==> src/rtl/pe_pkg.sv <==
// Shared types and helpers for the multi-channel systolic PE.
// Holds the FSM state encoding, default widths and the add-overflow rule.
package pe_pkg;

   localparam int DEF_DATA_WIDTH = 8;
   localparam int DEF_PSUM_WIDTH = 32;
   localparam int DEF_DEPTH      = 4;

   typedef enum logic {
      LOAD  = 1'b0,
      READY = 1'b1
   } pe_state_e;

   // Width-independent overflow test: sign bits for signed adds, carry-out for unsigned adds.
   function automatic logic add_ovf(input logic i_signed, input logic i_sign_a,
                                    input logic i_sign_b, input logic i_sign_r,
                                    input logic i_carry);
      if (i_signed) begin
         return (i_sign_a == i_sign_b) && (i_sign_r != i_sign_a);
      end
      return i_carry;
   endfunction

endpackage

==> src/rtl/pe_mac_pipe.sv <==
// Two-stage MAC datapath: multiply and capture the psum, then extend, add and
// optionally saturate. Carries a valid bit and a sticky overflow flag.
module pe_mac_pipe
   import pe_pkg::*;
#(
   parameter int DATA_WIDTH = DEF_DATA_WIDTH,
   parameter int PSUM_WIDTH = DEF_PSUM_WIDTH,
   parameter int SAT        = 1
) (
   input  logic                  clk,
   input  logic                  rst_n,
   input  logic                  i_clear,
   input  logic                  i_fire,
   input  logic                  i_signed,
   input  logic [DATA_WIDTH-1:0] i_ifmap,
   input  logic [DATA_WIDTH-1:0] i_weight,
   input  logic [PSUM_WIDTH-1:0] i_psum,
   input  logic                  i_psum_en,
   output logic [PSUM_WIDTH-1:0] o_psum,
   output logic                  o_psum_en,
   output logic                  o_ovf
);

   localparam int PROD_W = 2 * DATA_WIDTH;

   logic [PROD_W-1:0]     w_a_ext;
   logic [PROD_W-1:0]     w_b_ext;
   logic [PROD_W-1:0]     w_prod;
   logic [PROD_W-1:0]     r_prod;
   logic [PSUM_WIDTH-1:0] r_psum;
   logic                  r_signed;
   logic                  r_v1;
   logic [PSUM_WIDTH-1:0] w_prod_ext;
   logic [PSUM_WIDTH:0]   w_sum;
   logic                  w_ovf;
   logic [PSUM_WIDTH-1:0] w_sat;
   logic [PSUM_WIDTH-1:0] w_result;

   // Extending both operands to the product width makes one multiplier serve both modes.
   assign w_a_ext = {{DATA_WIDTH{i_signed & i_ifmap[DATA_WIDTH-1]}}, i_ifmap};
   assign w_b_ext = {{DATA_WIDTH{i_signed & i_weight[DATA_WIDTH-1]}}, i_weight};
   assign w_prod  = w_a_ext * w_b_ext;

   always_ff @(posedge clk) begin
      if (!rst_n || i_clear) begin
         r_prod   <= '0;
         r_psum   <= '0;
         r_signed <= 1'b0;
         r_v1     <= 1'b0;
      end else begin
         r_v1 <= i_fire;
         if (i_fire) begin
            r_prod   <= w_prod;
            r_psum   <= i_psum_en ? i_psum : '0;
            r_signed <= i_signed;
         end
      end
   end

   always_comb begin
      w_prod_ext = r_signed ? PSUM_WIDTH'($signed(r_prod)) : PSUM_WIDTH'(r_prod);
      w_sum      = {1'b0, r_psum} + {1'b0, w_prod_ext};
      w_ovf      = add_ovf(r_signed, r_psum[PSUM_WIDTH-1], w_prod_ext[PSUM_WIDTH-1],
                           w_sum[PSUM_WIDTH-1], w_sum[PSUM_WIDTH]);
      if (!r_signed) begin
         w_sat = '1;
      end else if (r_psum[PSUM_WIDTH-1]) begin
         w_sat = {1'b1, {(PSUM_WIDTH-1){1'b0}}};
      end else begin
         w_sat = {1'b0, {(PSUM_WIDTH-1){1'b1}}};
      end
      w_result = ((SAT != 0) && w_ovf) ? w_sat : w_sum[PSUM_WIDTH-1:0];
   end

   always_ff @(posedge clk) begin
      if (!rst_n || i_clear) begin
         o_psum    <= '0;
         o_psum_en <= 1'b0;
         o_ovf     <= 1'b0;
      end else begin
         o_psum_en <= r_v1;
         if (r_v1) begin
            o_psum <= w_result;
            if (w_ovf) begin
               o_ovf <= 1'b1;
            end
         end
      end
   end

endmodule

==> src/rtl/pe_mc_mac.sv <==
// Multi-channel weight-streaming PE: stationary ifmap bank with round-robin
// channel pointer, LOAD/READY FSM, forwarding registers and the MAC pipe.
module pe_mc_mac
   import pe_pkg::*;
#(
   parameter int DATA_WIDTH = DEF_DATA_WIDTH,
   parameter int PSUM_WIDTH = DEF_PSUM_WIDTH,
   parameter int DEPTH      = DEF_DEPTH,
   parameter int SAT        = 1
) (
   input  logic                     clk,
   input  logic                     rst_n,
   input  logic                     clear_i,
   input  logic                     signed_i,
   input  logic [DATA_WIDTH-1:0]    ifmap_i,
   input  logic                     ifmap_en_i,
   input  logic [DATA_WIDTH-1:0]    weight_i,
   input  logic                     weight_en_i,
   input  logic [PSUM_WIDTH-1:0]    psum_i,
   input  logic                     psum_en_i,
   output logic [DATA_WIDTH-1:0]    ifmap_o,
   output logic                     ifmap_en_o,
   output logic [DATA_WIDTH-1:0]    weight_o,
   output logic                     weight_en_o,
   output logic [PSUM_WIDTH-1:0]    psum_o,
   output logic                     psum_en_o,
   output logic                     ready_o,
   output logic [$clog2(DEPTH)-1:0] ctx_o,
   output logic                     ovf_o
);

   localparam int PTR_W = $clog2(DEPTH);
   localparam logic [PTR_W-1:0] LAST = PTR_W'(DEPTH - 1);

   pe_state_e             r_state;
   pe_state_e             w_state_next;
   logic [DATA_WIDTH-1:0] r_bank [DEPTH];
   logic [PTR_W-1:0]      r_wr_ptr;
   logic [PTR_W-1:0]      r_rd_ptr;
   logic                  w_fire;

   always_ff @(posedge clk) begin
      if (!rst_n || clear_i) begin
         r_state <= LOAD;
      end else begin
         r_state <= w_state_next;
      end
   end

   // A reload in READY still lets a same-cycle op fire on the old bank contents.
   always_comb begin
      w_state_next = r_state;
      w_fire       = 1'b0;
      if (ifmap_en_i) begin
         if (r_state == LOAD) begin
            if (r_wr_ptr == LAST) begin
               w_state_next = READY;
            end
         end else begin
            w_state_next = LOAD;
         end
      end
      if (weight_en_i && (r_state == READY)) begin
         w_fire = 1'b1;
      end
   end

   always_ff @(posedge clk) begin
      if (!rst_n || clear_i) begin
         r_wr_ptr <= '0;
         r_rd_ptr <= '0;
         for (int i = 0; i < DEPTH; i++) begin
            r_bank[i] <= '0;
         end
      end else begin
         if (ifmap_en_i) begin
            r_bank[r_wr_ptr] <= ifmap_i;
            r_wr_ptr         <= (r_wr_ptr == LAST) ? '0 : r_wr_ptr + PTR_W'(1);
         end
         if (ifmap_en_i && (r_state == READY)) begin
            r_rd_ptr <= '0;
         end else if (w_fire) begin
            r_rd_ptr <= (r_rd_ptr == LAST) ? '0 : r_rd_ptr + PTR_W'(1);
         end
      end
   end

   // Forwarding keeps the array streaming through a soft clear, so only rst_n stops it.
   always_ff @(posedge clk) begin
      if (!rst_n) begin
         ifmap_o     <= '0;
         ifmap_en_o  <= 1'b0;
         weight_o    <= '0;
         weight_en_o <= 1'b0;
      end else begin
         ifmap_o     <= ifmap_i;
         ifmap_en_o  <= ifmap_en_i;
         weight_o    <= weight_i;
         weight_en_o <= weight_en_i;
      end
   end

   pe_mac_pipe #(
      .DATA_WIDTH(DATA_WIDTH),
      .PSUM_WIDTH(PSUM_WIDTH),
      .SAT       (SAT)
   ) u_pipe (
      .clk      (clk),
      .rst_n    (rst_n),
      .i_clear  (clear_i),
      .i_fire   (w_fire),
      .i_signed (signed_i),
      .i_ifmap  (r_bank[r_rd_ptr]),
      .i_weight (weight_i),
      .i_psum   (psum_i),
      .i_psum_en(psum_en_i),
      .o_psum   (psum_o),
      .o_psum_en(psum_en_o),
      .o_ovf    (ovf_o)
   );

   assign ready_o = (r_state == READY);
   assign ctx_o   = r_rd_ptr;

endmodule

==> config.mk <==
export PLATFORM = sky130hd
export DESIGN_NAME = pe_mc_mac
export DESIGN_NICKNAME = d
export VERILOG_FILES = /design/src/rtl/pe_pkg.sv /design/src/rtl/pe_mac_pipe.sv /design/src/rtl/pe_mc_mac.sv
export SDC_FILE = /design/constraint.sdc
export NUM_CORES = 1
export LEC_CHECK = 0
export CORE_MARGIN = 8
export CORE_UTILIZATION = 37
export CTS_CLUSTER_SIZE = 20
export DETAILED_ROUTE_END_ITERATION = 10
export GPL_TIMING_DRIVEN = 0
export PLACE_DENSITY = 0.61
export SYNTH_ARGS = -nofsm -noshare
export SYNTH_HDL_FRONTEND = slang
export SYNTH_SLANG_ARGS = --single-unit
==> constraint.sdc <==
create_clock -name clk -period 6 [get_ports clk]
set_clock_uncertainty 0.05 [all_clocks]
set_input_delay 1.2 -clock clk [delete_from_list [all_inputs] [get_ports clk]]
set_output_delay 1.2 -clock clk [all_outputs]
set_load 0.005 [all_outputs]
---- Word-level counts from Yosys, hierarchy flattened ----
Memory sizes are Yosys's and may differ from the RTL's. A register that Yosys moved wholly into a read port is not among the register bits.
Index checks and enable logic that the tools add are counted.
operators by class
  multiply operators ...................... 1
  bitwise gates (word level) .............. 2
  mux-type cells .......................... 23
  reduce and logical (&&, ||, !) cells .... 8
  equal/unequal tests ..................... 4
  add/sub/neg operators ................... 3
operators with widths
  cell                                                            number
  32-bit 2-to-1 mux                                               5
  32-bit by 32-bit adder with 33-bit output                       1
  9-bit by 9-bit multiplier with 16-bit output                    1
  1-bit 2-to-1 mux                                                12
  2-bit 2-to-1 mux                                                5
  8-bit 2-to-1 mux                                                1
  8-bit OR reduction                                              1
  2-bit by 1-bit adder with 2-bit output (second input constant)  2
  2-bit == test (second input constant)                           2
  1-bit logical AND                                               3
  1-bit AND                                                       2
  2-bit AND reduction                                             1
  2-bit OR reduction                                              1
  1-bit == test                                                   1
  1-bit zero test                                                 1
  1-bit logical OR                                                1
  1-bit != test                                                   1
word-level totals
  input port bits ......................... 55
  word-level logic and storage cells ...... 56
  memories kept ........................... 1
  memory bits (writable) .................. 32
  output and inout bits ................... 55
  register bits ........................... 107
memories
  memory  depth  bits a word  read ports  clocked after memory_dff  write ports  line             source
  r_bank  4      8            1           1                         4            pe_mc_mac.sv:37  logic [DATA_WIDTH-1:0] r_bank [DEPTH];

---- Depth between registers and ports, before layout ----
Gate-level depths: netlist of run 1.
  depth after elaboration ................. 7
  mapped depth ............................ 23
  mapped depth without buffers ............ 21

---- Hierarchy ----
Synthesis of run 1 repeated with hierarchy kept, for this count alone.
second synthesis, totals
  cell total of the unflattened synthesis .. 1074
  area total of the unflattened synthesis .. 9846.9 um^2
by module, submodules not included
  module       area an instance (um^2)  cells an instance  times used
  pe_mac_pipe  7629.8                   921                1
  pe_mc_mac    2217.1                   153                1

---- Worst setup path before layout of run 1 ----
Ideal clock, no wire load.
  kind .................................... input -> register
  start ................................... in weight_i[7]
  end ..................................... reg u_pipe.r_prod[15]
  setup time .............................. 86 ps
  data required time ...................... 5864 ps
  path slack .............................. -438 ps
  arrival ................................. 6303 ps
  stages on the path ...................... 20
  cell sequence ........................... clkbuf_1 -> nand2_1 -> or2_2 -> fa_1 -> fa_1 -> inv_1 -> fa_1 -> fa_1 -> inv_1 -> fa_1 -> inv_1 -> ha_1 -> a21oi_1 -> nor2b_1 -> o21a_1 -> o41a_1 -> a21o_1 -> a21oi_1 -> xnor2_1 -> a211oi_1
on the way
  longest elaborated chain between the ends .. 2
RTL lines
  item                                            line               source
  start: declaration                              pe_mc_mac.sv:17    input logic [DATA_WIDTH-1:0] weight_i,
  1-bit AND                                       pe_mac_pipe.sv:41  assign w_b_ext = {{DATA_WIDTH{i_signed & i_weight[DATA_WIDTH-1]}}, i_weight};
  9-bit by 9-bit multiplier with 16-bit output *  pe_mac_pipe.sv:42  assign w_prod = w_a_ext * w_b_ext;
  end signal: assignment                          pe_mac_pipe.sv:53  r_prod <= w_prod;
  end: declaration                                pe_mac_pipe.sv:29  logic [PROD_W-1:0] r_prod;
Mark *: on every way between the ends. The rest lies on a longest branch, timed or not.
A chain may end at the register's enable or synchronous reset.

==> results.ini, run 1 <==
[flow_run]
max_cap_viol_count=0

[clock_network]
clk_pin_slew_ns=0.07
insertion_delay_ns=0.43
cts.sinks=141
cts-hold-fix-buffers=0
cts_root_buf=clkbuf_16
clk_path_buf_depth=2
cts_tree=yes
htreeDepth=4
cts_buffers=17

[sta]
setup_viol=0
tightest_slew_ns=1.03
finalHoldViolCount=0
relSlewSlack=0.309
rsz0062_at_grt=false
setup_tns_ns=0
fin_crit_sh=0.963
fin_crit_ns=5.78
slew_violations=0
fmax_mhz=173
setup_ws_ns=0.225
timing.hold.ws_ns=0.419

[yosys]
synthTopCellsByArea=dfxtp_1, fa_1, edfxtp_1
synthMuxAreaShare=0.0202
avgSynthCellArea_um2=9.66
netlist_instances=977
synthArstFlopShare=0
ys_seq_elements=141
synth_xor_area_frac=0.0387
synth_top_family_by_area=adder cells
synth_top_area_cell=dfxtp_1
synth-simple-area-share=0.139
yosysMostFrequentCell=dfxtp_1
syn_nets=1163
yosysWarnings=0
yosysSeqAreaShare=0.333
synth_top_flop_cell=dfxtp_1
synth_edf_count=32
yosys-top-cells-count=dfxtp_1, nand2_1, inv_1
synth-compound-area-share=0.189
synthAdderAreaFrac=0.225
ys_types=70
syn_area_um2=9440
synth_top_area_share=0.231

[finish]
synthToLayoutAreaGrowth_pct=22.8
nFillCells=2462
fin_nets=1290
layout-drive-gt1-share=0.0842
stdcell_count=1447
antennaDiodeCount=0

[worst_setup_path]
crit_chain=buf_6 > mux4_2 > and2_1 > fa_1 > fa_1 > inv_1 > fa_1 > inv_1 > fa_1 > ha_1 > ha_1 > a21o_1 > a21oi_4 > nor2b_1 > o21a_1 > o41a_1 > a21o_1 > a21oi_2 > xnor2_1 > a211oi_1
crit_slowest_cell=mux4_2
end_kind=flip-flop
crit_top_cell=fa_1
critical_path.top_delay_family=adder cells
max_stage_delay_ns=0.66
start_kind=flip-flop
critPathArrivalTime_ns=6.08
worst-path-buf-inv=3
crit_path_max_fanout=9
critPathRequiredTime_ns=6.30
path_class=reg2reg

[pwr]
p_per_area_nw_per_um2=228
p_leak_nw=4.90
totalPowerFinal_mw=2.64
ir_worst_vdd_mv=0.150

[global_route]
grt_first_pass_wirelength_um=40600
grt_pass1_vias=7679
grtUsageTotal=0.165
overflow=0
antenna_found_initial=0
grt_max_degree=17

[place]
gp_congestion=0.879
dp_cells=1409
dpl.hpwl_um=19400
dp_slack_ns=-0.925
port_buffers=102

[worst_hold_path]
hp-class=reg2reg
hp-start=u_pipe.o_psum[31]

[routing]
routed_wl_um=25000
drt_iter0_drc=439
vias=7395
drc=0
drt-pass1-iter-count=5
wl_per_cell_um=17.3
viasPerCell=5.11
ant_nets=0

[floorplanning]
die_w_um=176
die_area_um2=30900
boundaryPins=110
core_um2=25100
die_y_um=176
num_rows=58
initial_utilization=0.376

[status]
outcome=finished, final reports clean

==> tightest hold or removal path, cell delays in order, from the launching register on <==
cell	delay [ns]
dfxtp_1	0.31
nand2_1	0.05
a21oi_1	0.05
==> placed cells by master, fill, tap and decap left out, types with 4 or more instances in the layout <==
cell,instances
or3_1,4
a21oi_1,79
fa_1,64
edfxtp_1,32
inv_6,6
clkbuf_2,5
and2_1,72
o31ai_1,4
clkbuf_1,30
nor3_1,7
buf_4,10
inv_8,4
dfxtp_1,108
clkbuf_16,18
nor2b_1,5
o211ai_1,22
nand3_1,7
a21o_1,14
o21a_1,7
xor2_1,10
nand2b_1,9
a211oi_1,9
inv_1,86
a22o_1,34
mux4_2,8
clkdlybuf4s50_1,99
o21ai_0,52
nand2_1,90
ha_1,66
and3_1,13
xnor2_1,28
nor2_1,36
==> flip-flops by register name (all words and copies together), names as in the netlist, named ones only <==
signal	cells
r_bank	32
u_pipe.o_psum	32
u_pipe.r_psum	32
u_pipe.r_prod	16
ifmap_o	8
weight_o	8
ctx_o	2
r_wr_ptr	2
ifmap_en_o	1
ready_o	1
u_pipe.o_ovf	1
u_pipe.o_psum_en	1
u_pipe.r_signed	1
u_pipe.r_v1	1
weight_en_o	1
==> kinds of logic (layout without fill, tap and decap cells) <==
| family | after synthesis | after routing |
|---|---|---|
| AO/OA/AOI/OAI | 263 | 263 |
| XOR/XNOR | 40 | 40 |
| adder cells (fa/ha/maj) | 131 | 131 |
| buffers and inverters | 131 | 271 |
| flip-flops | 141 | 141 |
| multiplexers | 9 | 9 |
| AND/OR/NAND/NOR | 262 | 262 |
==> per-layer routing <==
layer | vias to the layer above | part of all wire | global-route usage
met3 | 19 | 0.034 | 0.0277
met2 | 121 | 0.50 | 0.287
met4 | 0 | 0.015 | 0.0498
met1 | 3604 | 0.46 | 0.206
li1 | 3651 | - | -
met5 | - | 0 | 0
==> layout make-up <==
cell class | instances | area [um2] | share of cell area
Buffer | 43 | 208 | 0.0179
Clock buffer | 18 | 450 | 0.0389
Clock inverter | 14 | 161 | 0.0139
Inverter | 86 | 323 | 0.0279
Multi-Input combinational cell | 705 | 5820 | 0.502
Sequential cell | 141 | 3140 | 0.271
Tap cell | 330 | 413 | 0.0356
Timing Repair Buffer | 110 | 1070 | 0.0920
==> power breakdown <==
part | leakage (nW) | internal [mW] | switching [mW] | total, mW
clock | 0.302 | 0.620 | 0.488 | 1.11
combinational | 3.36 | 0.249 | 0.291 | 0.540
sequential | 1.24 | 0.988 | 0.00507 | 0.993
==> stage by stage <==
stage | utilization | instance area [um2]
floorplan | - | 9470
global placement | 0.434 | 10900
detailed placement | 0.434 | 10900
CTS | 0.460 | 11600
global route | 0.461 | 11600
finish | 0.461 | 11600
==> worst paths after layout <==
check	endpoint	depth (start not counted)	slack (ns)
max	u_pipe.r_prod[15]	20	0.22
min	u_pipe.o_psum[31]	2	0.42
max reg2reg	u_pipe.r_prod[15]	20	0.22
min reg2reg	u_pipe.o_psum[31]	2	0.42
==> what timing repair did <==
action,CTS,global route
setup endpoints to repair,5,2
resized for setup,11,11
buffers inserted,3,5
pin swaps,5,5
No activity file was read; power rests on OpenSTA's default activity.
==> run 2: changes to the inputs <==
- ABC_AREA: default -> 0
- REMOVE_ABC_BUFFERS: default -> 1
==> results.ini, run 2 (synthesis results as in run 1) <==
[pwr]
ir_worst_vdd_mv=0.159
p_per_area_nw_per_um2=228
p_leak_nw=4.94

[clock_network]
clk_path_buf_depth=2
cts-hold-fix-buffers=0
htreeDepth=4
cts.sinks=141
cts_root_buf=clkbuf_16
insertion_delay_ns=0.44
cts_buffers=17
clk_pin_slew_ns=0.07
cts_tree=yes

[floorplanning]
die_w_um=176
die_area_um2=30900
core_um2=25100
boundaryPins=110
num_rows=58
initial_utilization=0.376
die_y_um=176

[finish]
reg_top3=r_bank (32), u_pipe.o_psum (32), u_pipe.r_psum (32)
synthToLayoutAreaGrowth_pct=24.2
antennaDiodeCount=0
mostFrequentLayoutCells=dfxtp_1, clkdlybuf4s50_1, nand2_1
nFillCells=2453
layout_commonest_cell=dfxtp_1
layout-drive-gt1-share=0.102
stdcell_count=1425
fin_nets=1268
stdcell_area_um2=11700
fin_util=0.467

[routing]
ant_nets=0
viasPerCell=5.21
routed_wl_um=24300
drt_iter0_drc=350
drc=0
drt-pass1-iter-count=5
vias=7425
wl_per_cell_um=17.0

[sta]
finalHoldViolCount=0
setup_tns_ns=0
setup_viol=0
fin_crit_ns=5.77
fin_crit_sh=0.961
relSlewSlack=0.145
tightest_slew_ns=1.28
fmax_mhz=173
timing.hold.ws_ns=0.406
slew_violations=0

[flow_run]
max_cap_viol_count=0

[global_route]
grt_first_pass_wirelength_um=38300
grt_pass1_vias=7275
antenna_found_initial=0
grtUsageTotal=0.154
overflow=0
grt_max_degree=46

[worst_setup_path]
critPathRequiredTime_ns=6.19
critical_path.top_delay_family=adder cells
end_kind=flip-flop
start_kind=flip-flop
critPathArrivalTime_ns=5.96
max_stage_delay_ns=0.59
crit_top_cell=fa_1
crit_slowest_cell=mux4_2
crit_path_max_fanout=6
worst-path-buf-inv=4
rrSetupSlack_ns=0.23
crit_chain=clkbuf_4 > buf_4 > mux4_2 > buf_4 > nand2_1 > fa_1 > inv_1 > fa_1 > ha_1 > fa_1 > ha_1 > fa_2 > a21o_1 > a21oi_4 > nor2b_1 > o21a_1 > o41a_1 > a21o_1 > a21oi_2 > xnor2_1 > a211oi_1
path_class=reg2reg

[place]
gp_congestion=0.859
dp_cells=1373
placed_area_um2=10800
port_buffers=109
dpl.hpwl_um=17400

[status]
outcome=finished, final reports clean

[worst_hold_path]
hp-class=reg2reg

-- run 2: cell count changes in the layout (fill, tap and decap cells not counted), moves of 3 or more --
cell             change
clkdlybuf4s15_2      +3
buf_4                +6
fa_2                 +3
clkbuf_1            -30
clkbuf_2             -3
fa_1                 -3
-- run 2: tightest hold or removal path, delay by kind of cell (launching register included) --
| family | cells | cell delay, ns |
|---|---|---|
| and+or+nand+nor | 1 | 0.05 |
| DFF | 1 | 0.31 |
| AOI/OAI and AO/OA | 1 | 0.05 |
-- run 2: cell type report --
class	instances	area, um2	share of cell area
clock inverter	15	190	0.0162
clock buffer	17	425	0.0363
sequential	141	3150	0.269
tap	330	413	0.0352
inverter	86	323	0.0276
timing repair buffer	129	1280	0.110
multi-input combinational	707	5930	0.506
-- run 2: final timing paths --
path | start | endpoint | cells after the start
worst max register to register | flip-flop | u_pipe.r_prod[15] | 21
worst min register to register | u_pipe.r_prod[8] | u_pipe.r_prod[8] | 2
worst max-delay path | flip-flop | u_pipe.r_prod[15] | 21
worst min-delay path | u_pipe.r_prod[8] | u_pipe.r_prod[8] | 2
-- run 2: timing repair --
action                                  CTS  global route
gates resized for setup                  39            19
endpoints found under the hold margin     0             0
pin swaps                                 1            11
endpoints found under the setup margin    7             1
buffers inserted                          5            13
gates cloned                              0             2
-- run 2: per-stage QoR --
stage	setup WS [ns]	power, mW
after floorplan	-0.182	1.38
after global placement	-1.52	1.53
after detailed placement	-1.50	1.54
after CTS	0.00483	2.67
after global routing	-0.0501	2.82
final	0.232	2.67
-- run 2: layer usage --
metal,part of all wire,GRT usage
met1,0.48,0.205
met5,0,0
met2,0.46,0.249
met4,0.010,0.0350
met3,0.048,0.0352
-- run 2: where the power goes --
| group | switching (mW) | total, mW | internal, mW |
|---|---|---|---|
| registers | 0.00703 | 0.995 | 0.988 |
| logic | 0.289 | 0.549 | 0.260 |
| clock network | 0.492 | 1.13 | 0.637 |
| total | 0.788 | 2.67 | 1.89 |
